$ cat config.mk
export PLATFORM = sky130hd
export DESIGN_NAME = uart_tx_core
export DESIGN_NICKNAME = d
export VERILOG_FILES = /design/src/rtl/uart_tx_core.sv
export SDC_FILE = /design/constraint.sdc
export NUM_CORES = 1
export LEC_CHECK = 0
export CORE_AREA = 2 2 51 53
export DETAILED_ROUTE_END_ITERATION = 6
export DIE_AREA = 0 0 53 55
export GPL_TIMING_DRIVEN = 0
export PLACE_DENSITY = 0.72
export SYNTH_ARGS = -nofsm -noshare
export SYNTH_HDL_FRONTEND = slang
export SYNTH_SLANG_ARGS = --single-unit
$ cat constraint.sdc
create_clock -name clk -period 2 [get_ports clk]
set_input_delay 0.2 -clock clk [delete_from_list [all_inputs] [get_ports clk]]
set_output_delay 0.2 -clock clk [all_outputs]
set_load 0.005 [all_outputs]
$ cat src/rtl/uart_tx_core.sv
// rtl/uart_tx_core.sv - UART transmitter: start, LSB-first data, optional even parity, stop
module uart_tx_core #(
    parameter int BIT_PERIOD = 10,
    parameter int DATA_BITS  = 8,
    parameter int PARITY_EN  = 0
) (
    input  logic                 clk,
    input  logic                 n_rst,
    input  logic [DATA_BITS-1:0] tx_data,
    input  logic                 tx_valid,
    output logic                 tx_ready,
    output logic                 serial_out,
    output logic                 tx_busy,
    output logic                 tx_done
);
    localparam int TW = $clog2(BIT_PERIOD);
    localparam int IW = (DATA_BITS > 1) ? $clog2(DATA_BITS) : 1;

    typedef enum logic [2:0] {IDLE, START, DATA, PARITY, STOP} state_t;

    state_t               state_q, state_d;
    logic [TW-1:0]        timer_q, timer_d;
    logic [IW-1:0]        idx_q, idx_d;
    logic [DATA_BITS-1:0] shift_q, shift_d;
    logic                 parity_q, parity_d;
    logic                 serial_q, serial_d;
    logic                 ready_q, ready_d;
    logic                 busy_q, busy_d;
    logic                 done_q, done_d;
    logic                 bit_end;

    assign bit_end = (timer_q == TW'(BIT_PERIOD - 1));

    always_comb begin
        state_d  = state_q;
        timer_d  = bit_end ? '0 : timer_q + 1'b1;
        idx_d    = idx_q;
        shift_d  = shift_q;
        parity_d = parity_q;
        serial_d = serial_q;
        ready_d  = ready_q;
        busy_d   = busy_q;
        done_d   = 1'b0;
        case (state_q)
            IDLE: begin
                timer_d  = '0;
                serial_d = 1'b1;
                if (tx_valid && ready_q) begin
                    // Start bit goes out on the accepting edge itself.
                    state_d  = START;
                    shift_d  = tx_data;
                    parity_d = ^tx_data;
                    serial_d = 1'b0;
                    ready_d  = 1'b0;
                    busy_d   = 1'b1;
                end
            end
            START: begin
                if (bit_end) begin
                    state_d  = DATA;
                    idx_d    = '0;
                    serial_d = shift_q[0];
                    shift_d  = shift_q >> 1;
                end
            end
            DATA: begin
                if (bit_end) begin
                    if (idx_q == IW'(DATA_BITS - 1)) begin
                        if (PARITY_EN != 0) begin
                            state_d  = PARITY;
                            serial_d = parity_q;
                        end else begin
                            state_d  = STOP;
                            serial_d = 1'b1;
                        end
                    end else begin
                        idx_d    = idx_q + 1'b1;
                        serial_d = shift_q[0];
                        shift_d  = shift_q >> 1;
                    end
                end
            end
            PARITY: begin
                if (bit_end) begin
                    state_d  = STOP;
                    serial_d = 1'b1;
                end
            end
            STOP: begin
                if (bit_end) begin
                    state_d  = IDLE;
                    ready_d  = 1'b1;
                    busy_d   = 1'b0;
                    done_d   = 1'b1;
                    serial_d = 1'b1;
                end
            end
            default: begin
                state_d  = IDLE;
                serial_d = 1'b1;
                ready_d  = 1'b1;
                busy_d   = 1'b0;
            end
        endcase
    end

    always_ff @(posedge clk or negedge n_rst) begin
        if (!n_rst) begin
            state_q  <= IDLE;
            timer_q  <= '0;
            idx_q    <= '0;
            shift_q  <= '0;
            parity_q <= 1'b0;
            serial_q <= 1'b1;
            ready_q  <= 1'b1;
            busy_q   <= 1'b0;
            done_q   <= 1'b0;
        end else begin
            state_q  <= state_d;
            timer_q  <= timer_d;
            idx_q    <= idx_d;
            shift_q  <= shift_d;
            parity_q <= parity_d;
            serial_q <= serial_d;
            ready_q  <= ready_d;
            busy_q   <= busy_d;
            done_q   <= done_d;
        end
    end

    assign tx_ready   = ready_q;
    assign serial_out = serial_q;
    assign tx_busy    = busy_q;
    assign tx_done    = done_q;
endmodule

* Yosys cells after proc, flatten, opt, wreduce, memory -nomap -nowiden
Cells that the tools add are included.
Word-level totals: flip-flop bits (word level) 22, input bits 11, output and inout bits 4, logic and storage cells 66
Cells by class: $add $sub $neg 2, eq/ne operators 14, muxes and demuxes 30, bitwise gates (word level) 1, reduce and logical (&&, ||, !) cells 11
Operator list (count):
- 2-to-1 mux 8 bit | 4
- 2-to-1 mux 3 bit | 8
- one-hot mux 8 bit (3 select lines) | 1
- one-hot mux 3 bit (5 select lines) | 1
- inequality test 2 bit (second input constant) | 7
- 2-to-1 mux 1 bit | 10
- 2-to-1 mux 4 bit | 2
- equality test 3 x 2 -> 1 bit (second input constant) | 2
- equality test 3 bit (second input constant) | 2
- one-hot mux 1 bit (3 select lines) | 2
- one-hot mux 3 bit (2 select lines) | 1
- AND reduction 3 bit | 2
- AND reduction 6 bit | 1
- AND reduction 5 bit | 1
- adder 4 x 1 -> 4 bit (second input constant) | 1
- equality test 4 bit (second input constant) | 1
- one-hot mux 1 bit (4 select lines) | 1
- AND reduction 4 bit | 1
- adder 3 x 1 -> 3 bit (second input constant) | 1
- equality test 3 x 1 -> 1 bit (second input constant) | 1
- zero test 3 bit | 1
- nonzero test 3 bit | 1
- OR reduction 3 bit | 1
- inequality test 2 x 1 -> 1 bit (second input constant) | 1
- 4 further kinds | 4

* Depth between registers and ports, before layout
Gate-level depths: netlist (run 1).
word-level depth 4, gate-level depth with buffers 7, mapped depth without buffers 6

* Least setup slack after synthesis (run 1)
No wires, ideal clock.
kind reg-to-reg, start point register idx_q[0], end point register shift_q[1], setup time 0.125 ns, arrival 1.642 ns, required time 1.875 ns, slack 0.232 ns, stages on the path, launching flop included 8, buffers on the path 1, clock period less this slack 1.768 ns, cells stage by stage dfrtp_1 ha_1 ha_1 and2b_1 o211ai_2 nor2b_1 buf_6 mux2_4
Between the ends: cells in the longest elaborated chain, start to end 3
RTL lines:
- from (decl) | RTL line 23 | logic [IW-1:0] idx_q, idx_d;
- from (signal assigned) | RTL line 121 | idx_q <= idx_d;
- equality test 3 bit | RTL line 68 | if (idx_q == IW'(DATA_BITS - 1)) begin
- inequality test 2 bit (no line)
- AND reduction 5 bit (no line)
- to (signal assigned) | RTL line 122 | shift_q <= shift_d;
- to (decl) | RTL line 24 | logic [DATA_BITS-1:0] shift_q, shift_d;
No other way between the ends. A chain may end at the register's enable or synchronous reset.

* Worst setup path after layout (run 1)
start point register idx_q[0], end point register shift_q[2]
The elaborated chain is that of the path after synthesis.

==> insert_results.sql, run 1 <==
INSERT INTO impl_metrics (metric_group, metric, value, unit) VALUES
('detailed_routing', 'drt-met1-wl', '947', 'microns'),
('critical_path', 'timing.critical_path.arrival', '2.10', 'ns'),
('global_route', 'track_usage', '16.90', '%'),
('sta', 'finalHoldViolCount', '0', ''),
('critical_path', 'worstSetupStartpoint', 'idx_q[0]', ''),
('synth', 'yosysWarningCount', '0', ''),
('critical_path', 'critPathMaxFanout', '8', ''),
('sta', 'timing_limited_maximum_frequency', '0.5265', 'GHz'),
('sta', 'period_share', '94.96', '%'),
('global_route', 'grt_first_pass_wirelength', '3491', 'microns'),
('cells_and_area', 'final_layout_size_suffix_gt1_share', '19.83', '%'),
('detailed_routing', 'topRoutingLayerUsed', 'met4', ''),
('clock_tree', 'clk_path_buf_depth', '2', ''),
('status', 'outcome', 'finished clean', ''),
('synth', 'netlist_area', '0.001146', 'sq mm'),
('critical_path', 'critical_path.startpoint_type', 'flop', ''),
('synth', 'synthCells', '96', ''),
('synth', 'synth-main-ff-cell', 'dfrtp_1', ''),
('min_path', 'min-delay-path-class', 'primary input to async pin', ''),
('clock_tree', 'clock_tree.htree_level_count', '1', ''),
('place', 'post-place-ws', '0.04646', 'ns'),
('cells_and_area', 'design.final.nets', '132', ''),
('sta', 'slew_viol_final', '0', ''),
('detailed_routing', 'drt_drc_violations_left', '0', ''),
('clock_tree', 'cts_made_buffers', '3', ''),
('detailed_routing', 'detail-route-antenna-nets', '0', ''),
('global_route', 'grt_start_max_net_pins', '23', ''),
('clock_tree', 'insertion_delay', '0.31', 'ns'),
('place', 'dpl.hpwl', '1432', 'microns'),
('clock_tree', 'cts.root.buffer_cell', 'clkbuf_4', ''),
('synth', 'synth.ff_latch_count', '22', ''),
('detailed_routing', 'detail_route.first_pass.iterations', '4', ''),
('floorplanning', 'floorplan.die_area', '0.002915', 'sq mm'),
('sta', 'fin_hold_ws', '0.4101', 'ns'),
('floorplanning', 'fp.dieW', '53', 'microns'),
('critical_path', 'ff2ff_path_depth', '7', ''),
('detailed_routing', 'vias_per_cell', '5.568', ''),
('synth', 'async_flop_share', '100.0', '%'),
('clock_tree', 'path_clk_slew', '0.12', 'ns'),
('sta', 'timing.final.crit_period', '1.899', 'ns'),
('critical_path', 'timing.critical_path.to_type', 'flop', ''),
('synth', 'synth.most_common_cell', 'dfrtp_1', ''),
('floorplanning', 'die_span_in_y', '55', 'microns'),
('power_and_ir_drop', 'power_density', '1198', 'mW/mm^2'),
('detailed_routing', 'met3_wirelength', '76', 'microns'),
('critical_path', 'critical_path_required', '2.20', 'ns'),
('synth', 'synth_fp_nets', '111', ''),
('clock_tree', 'cts_sinks', '22', ''),
('power_and_ir_drop', 'power', '1.659', 'mW'),
('global_route', 'first_global_vias', '775', ''),
('synth', 'post-synth-top-area-fraction', '43.67', '%'),
('critical_path', 'timing.rr.end', 'shift_q[2]', ''),
('global_route', 'grt.overflow.total', '0', ''),
('detailed_routing', 'routed-via-count', '813', ''),
('sta', 'maxSlewHeadroom', '36.61', '%'),
('sta', 'timing.clock.skew', '0.005141', 'ns'),
('critical_path', 'setup.reg_to_reg.worst_slack', '0.10', 'ns'),
('detailed_routing', 'detailedRoute.firstIterationViolations', '8', ''),
('floorplanning', 'ios', '15', ''),
('critical_path', 'worstSetupPathType', 'flop to flop', ''),
('sta', 'max_slew.worst_pin.slew', '0.9478', 'ns'),
('synth', 'synth.yosys.seq_area_share', '48.25', '%'),
('floorplanning', 'initial_core_util', '48.47', '%'),
('detailed_routing', 'detail_route.wl_per_cell', '13.93', 'microns'),
('power_and_ir_drop', 'power_leakage', '0.6452', 'nW'),
('place', 'place_congestion', '0.8546', ''),
('synth', 'yosysUniqueCellTypes', '38', ''),
('detailed_routing', 'finalWirelength', '2034', 'microns'),
('synth', 'syn-mean-instance-area', '11.94', 'sq um'),
('critical_path', 'worstReg2RegStart', 'idx_q[0]', ''),
('clock_tree', 'clock_tree_from_tritoncts', 'yes', '');
==> layer usage <==
metal	global-route usage (%)	up-vias
met1	19.42	396
met4	6.410	0
met2	31.25	23
li1	-	386
met3	3.226	8
met5	0	-
==> final cells by class <==
class	instances	area (sq um)
Buffer	4	31.28
Clock buffer	4	36.28
Fill cell	213	979.7
Inverter	4	15.01
Multi-Input combinational cell	66	556.8
Sequential cell	22	553.0
Tap cell	30	37.54
Timing Repair Buffer	16	155.1
==> power breakdown <==
| part | switching [mW] | internal [mW] | leakage [nW] |
|---|---|---|---|
| Combinational | 0.336 | 0.384 | 0.350 |
| Sequential | 0.105 | 0.592 | 0.274 |
| Clock | 0.131 | 0.111 | 0.0210 |
| Total | 0.572 | 1.09 | 0.645 |
==> layout by cell type, fill, tap and decap left out, types with 3 or more instances in the layout <==
cell	instances
dfrtp_1	20
clkdlybuf4s50_1	14
nor2_1	9
mux2_1	6
mux2_4	6
a21oi_1	5
inv_1	4
nand2_1	3
ha_1	3
clkbuf_4	3
==> through the flow <==
stage	setup TNS [ns]	std cells	util (%)
floorplan	0	96	-
global placement	0	140	55.98
detailed placement	0	140	55.98
CTS	0	145	57.94
global route	-0.003307	146	58.57
finish	0	146	58.57
==> registers in the layout, indices dropped and copies added (netlist names) <==
register    count
tx_done         1
timer_q         4
shift_q         8
tx_busy         1
serial_out      1
idx_q           3
tx_ready        1
state_q         3
==> worst min path at each step <==
stage                     slack, ns  depth (start not counted)  startpoint          to
after floorplan                -0.1                          0       n_rst    idx_q[0]
after global placement         0.48                          1    idx_q[2]    idx_q[2]
after detailed placement       0.48                          1  shift_q[7]  shift_q[7]
after CTS                      0.44                          1       n_rst  shift_q[6]
after global routing           0.50                          2  tx_data[7]  shift_q[7]
final                          0.41                          1       n_rst  shift_q[7]
==> kinds of logic (layout without fill, tap and decap cells) <==
family                     Yosys count  after routing  synth area share (%)
and+or+nand+nor                     26             26                 12.66
AOI/OAI and AO/OA                   19             19                 12.23
DFF                                 22             22                 48.25
muxes                               14             14                 15.50
buffers and inverters                8             28                 4.038
xor gates and xnor gates             3              3                 2.948
adders and majority gates            4              4                 4.367
==> critical path, cell delays in order, from the launching register on <==
cell	delay, ns
dfrtp_1	0.39
ha_1	0.17
ha_2	0.20
and2b_1	0.21
o211ai_2	0.20
nor2b_4	0.17
buf_6	0.15
mux2_4	0.31
==> timing repair <==
action                                 CTS  global route
pin swaps                                1             0
setup endpoints to repair                4             6
buffers inserted                         1             1
hold buffers                             0             0
resized for setup                        1             2
endpoints found under the hold margin    0             0
Power figures use the tool's default switching activity.
==> run 2, diff against run 1 <==
==> config.mk (replaced) <==
export PLATFORM = sky130hd
export DESIGN_NAME = uart_tx_core
export DESIGN_NICKNAME = d
export VERILOG_FILES = /design/src/rtl/uart_tx_core.sv
export SDC_FILE = /design/constraint.sdc
export NUM_CORES = 1
export LEC_CHECK = 0
export CORE_AREA = 2 2 49 56
export DETAILED_ROUTE_END_ITERATION = 6
export DIE_AREA = 0 0 51 58
export GPL_TIMING_DRIVEN = 0
export PLACE_DENSITY = 0.71
export SYNTH_ARGS = -nofsm -noshare
export SYNTH_HDL_FRONTEND = slang
export SYNTH_SLANG_ARGS = --single-unit
==> insert_results.sql, run 2 (same netlist as run 1, synthesis figures left out) <==
INSERT INTO impl_metrics (metric_group, metric, value, unit) VALUES
('power_and_ir_drop', 'sw_frac_of_total', '33.11', '%'),
('clock_tree', 'clock_tree_from_tritoncts', 'yes', ''),
('cells_and_area', 'largest_register_ffs', '8', ''),
('cells_and_area', 'most-common-layout-cells', 'dfrtp_1, clkdlybuf4s50_1, nor2_1, mux2_1, mux2_4', ''),
('clock_tree', 'insertion_delay', '0.31', 'ns'),
('cells_and_area', 'antenna_cells_inserted', '0', ''),
('sta', 'finalSetupViolations', '0', ''),
('detailed_routing', 'vias_per_cell', '5.311', ''),
('clock_tree', 'cts_made_buffers', '3', ''),
('floorplanning', 'row_count', '19', ''),
('global_route', 'grt_start_max_net_pins', '23', ''),
('critical_path', 'timing.rr.end', 'shift_q[4]', ''),
('detailed_routing', 'drt_drc_violations_left', '0', ''),
('cells_and_area', 'fillers', '213', ''),
('sta', 'slew_viol_final', '0', ''),
('cells_and_area', 'layout.core_utilization', '58.42', '%'),
('place', 'portBuffers', '14', ''),
('critical_path', 'ff2ff_path_depth', '7', ''),
('detailed_routing', 'detailedRoute.firstIterationViolations', '13', ''),
('power_and_ir_drop', 'comb_power_share', '40.8', '%'),
('detailed_routing', 'detail_route.wl_per_cell', '14.21', 'microns'),
('sta', 'rsz0062_at_grt', 'false', ''),
('critical_path', 'critPathMostFrequentCell', 'ha_1', ''),
('detailed_routing', 'finalWirelength', '2103', 'microns'),
('power_and_ir_drop', 'seqPwrFrac', '39.7', '%'),
('sta', 'maxSlewHeadroom', '34.99', '%'),
('floorplanning', 'initial_core_util', '47.73', '%'),
('sta', 'max_slew.worst_pin.slew', '0.9721', 'ns'),
('clock_tree', 'clk_path_buf_depth', '2', ''),
('floorplanning', 'coreArea', '0.002401', 'sq mm'),
('floorplanning', 'ios', '15', ''),
('global_route', 'first_global_vias', '740', ''),
('status', 'outcome', 'finished clean', ''),
('global_route', 'grt_antenna_before_repair', '0', ''),
('critical_path', 'critPathMaxStageDelay', '0.41', 'ns'),
('floorplanning', 'floorplan.die_area', '0.002958', 'sq mm'),
('global_route', 'grt_first_pass_wirelength', '3450', 'microns'),
('floorplanning', 'fp.dieW', '51', 'microns'),
('run', 'max_cap_violations', '0', ''),
('power_and_ir_drop', 'power.ir.vdd_worst', '0.6609', 'mV'),
('critical_path', 'worstSetupPathType', 'flop to flop', ''),
('power_and_ir_drop', 'power_leakage', '0.6518', 'nW'),
('critical_path', 'timing.critical_path.arrival', '2.08', 'ns'),
('clock_tree', 'cts.root.buffer_cell', 'clkbuf_4', ''),
('sta', 'finalWorstSetupSlack', '0.1292', 'ns'),
('sta', 'period_share', '93.54', '%'),
('sta', 'fin_setup_tns', '0', 'ns'),
('cells_and_area', 'syn2layout_area_growth', '22.38', '%'),
('critical_path', 'worstReg2RegStart', 'idx_q[0]', ''),
('clock_tree', 'clock_tree.htree_level_count', '1', ''),
('power_and_ir_drop', 'switchingPower', '0.5830', 'mW'),
('place', 'placement.cell_area', '0.001325', 'sq mm'),
('cells_and_area', 'largest_registers', 'shift_q x8, timer_q x4', ''),
('clock_tree', 'cts_sinks', '22', ''),
('global_route', 'track_usage', '15.38', '%'),
('cells_and_area', 'design.final.nets', '133', ''),
('cells_and_area', 'largest_register', 'shift_q', ''),
('critical_path', 'worstSetupStartpoint', 'idx_q[0]', ''),
('critical_path', 'timing.critical_path.to_type', 'flop', ''),
('power_and_ir_drop', 'clock_power_share', '19.6', '%'),
('sta', 'timing_limited_maximum_frequency', '0.5345', 'GHz'),
('critical_path', 'timing.critical_path.slowest_stage_cell', 'dfrtp_1', ''),
('min_path', 'min-delay-path-class', 'primary input to async pin', ''),
('clock_tree', 'path_clk_slew', '0.12', 'ns'),
('sta', 'timing.final.crit_period', '1.871', 'ns'),
('critical_path', 'timing.critical_path.depth', '7', ''),
('sta', 'finalHoldViolCount', '0', ''),
('critical_path', 'critical-path-top-delay-family', 'adder cells', ''),
('detailed_routing', 'detail-route-antenna-nets', '0', ''),
('critical_path', 'timing.critical_path.to', 'shift_q[4]', ''),
('place', 'dpl.hpwl', '1440', 'microns'),
('detailed_routing', 'detail_route.first_pass.iterations', '4', ''),
('critical_path', 'crit_path_cell_trace', 'ha_1 > ha_1 > and2b_1 > o211ai_2 > nor2b_2 > buf_6 > mux2_4', ''),
('cells_and_area', 'stdcell_area', '0.001403', 'sq mm'),
('global_route', 'grt.overflow.total', '0', ''),
('place', 'place_congestion', '0.7330', ''),
('critical_path', 'setup.reg_to_reg.worst_slack', '0.13', 'ns'),
('floorplanning', 'die_span_in_y', '58', 'microns'),
('critical_path', 'critical_path.startpoint_type', 'flop', ''),
('cells_and_area', 'layout.cells.most_common', 'dfrtp_1', ''),
('critical_path', 'path_buf_inv', '1', ''),
('cells_and_area', 'final_layout_size_suffix_gt1_share', '19.66', '%'),
('cells_and_area', 'multi_input_area', '549.3', 'sq um'),
('detailed_routing', 'routed-via-count', '786', ''),
('critical_path', 'critical_path_required', '2.21', 'ns'),
('power_and_ir_drop', 'power_density', '1255', 'mW/mm^2'),
('critical_path', 'critPathMaxFanout', '8', ''),
('cells_and_area', 'final-seq-area', '553.0', 'sq um'),
('place', 'post-place-ws', '0.07588', 'ns'),
('sta', 'timing.clock.skew', '0.001630', 'ns'),
('power_and_ir_drop', 'p_int', '1.178', 'mW');
-- run 2: cell types whose count changed in the layout (fill, tap and decap cells not counted) --
cell / previous run / this run
bufinv_16: 0 / 1
buf_4: 2 / 3
nor2b_4: 1 / 0
ha_2: 1 / 0
clkbuf_8: 1 / 0
ha_1: 3 / 4
nor2b_2: 0 / 1
-- run 2: worst min-delay path by stage --
stage                    start          to  slack [ns]
floorplan                n_rst    idx_q[0]        -0.1
finish                   n_rst  shift_q[1]        0.41
detailed placement  shift_q[7]  shift_q[7]        0.48
CTS                      n_rst  shift_q[1]        0.44
global route             n_rst  shift_q[4]        0.48
global placement      idx_q[1]    idx_q[1]        0.48
-- run 2: repair_timing --
action	CTS	global route
setup buffers	0	3
endpoints found under the setup margin	0	7
hold buffers	0	0
resized for setup	0	1
-- run 2: final cells by class --
type / instances / share of cell area (%)
timing repair buffer: 17 / 11.60
buffer: 4 / 2.230
multi-input combinational: 66 / 39.16
clock buffer: 3 / 1.606
inverter: 4 / 1.070
tap: 31 / 2.765
clock inverter: 1 / 2.141
sequential: 22 / 39.43
-- run 2: power by group through the flow --
| stage | Combinational, mW | Sequential [mW] | Clock (mW) |
|---|---|---|---|
| floorplan | 0.569 | 0.681 | 0 |
| global placement | 0.698 | 0.696 | 0 |
| detailed placement | 0.712 | 0.708 | 0 |
| CTS | 0.720 | 0.699 | 0.351 |
| global route | 0.794 | 0.717 | 0.374 |
| finish | 0.718 | 0.698 | 0.345 |
-- run 2: metrics by stage --
| step | hold slack, ns | cells | power [mW] |
|---|---|---|---|
| after floorplan | -0.09559 | 96 | 1.250 |
| after global placement | 0.4804 | 141 | 1.394 |
| after detailed placement | 0.4815 | 141 | 1.420 |
| after CTS | 0.4440 | 145 | 1.769 |
| after global routing | 0.4768 | 148 | 1.886 |
| final | 0.4072 | 148 | 1.761 |
-- run 2: routing by layer --
layer  vias up  GRT usage [%]  routed length, microns
met5         -              0                       0
met4         0          5.792                      18
met3         2          3.093                      73
met2        15          25.97                    1065
met1       384          19.39                     945
li1        385              -                       -
==> run 3, diff against run 2 <==
--- a/config.mk
+++ b/config.mk
@@ -6,6 +6,7 @@
 export NUM_CORES = 1
 export LEC_CHECK = 0
 export CORE_AREA = 2 2 49 56
+export CTS_CLUSTER_DIAMETER = 120
 export DETAILED_ROUTE_END_ITERATION = 6
 export DIE_AREA = 0 0 51 58
 export GPL_TIMING_DRIVEN = 0
==> results of run 3 <==
Same layout as run 2: the final DEF is identical, and so are final timing and power.
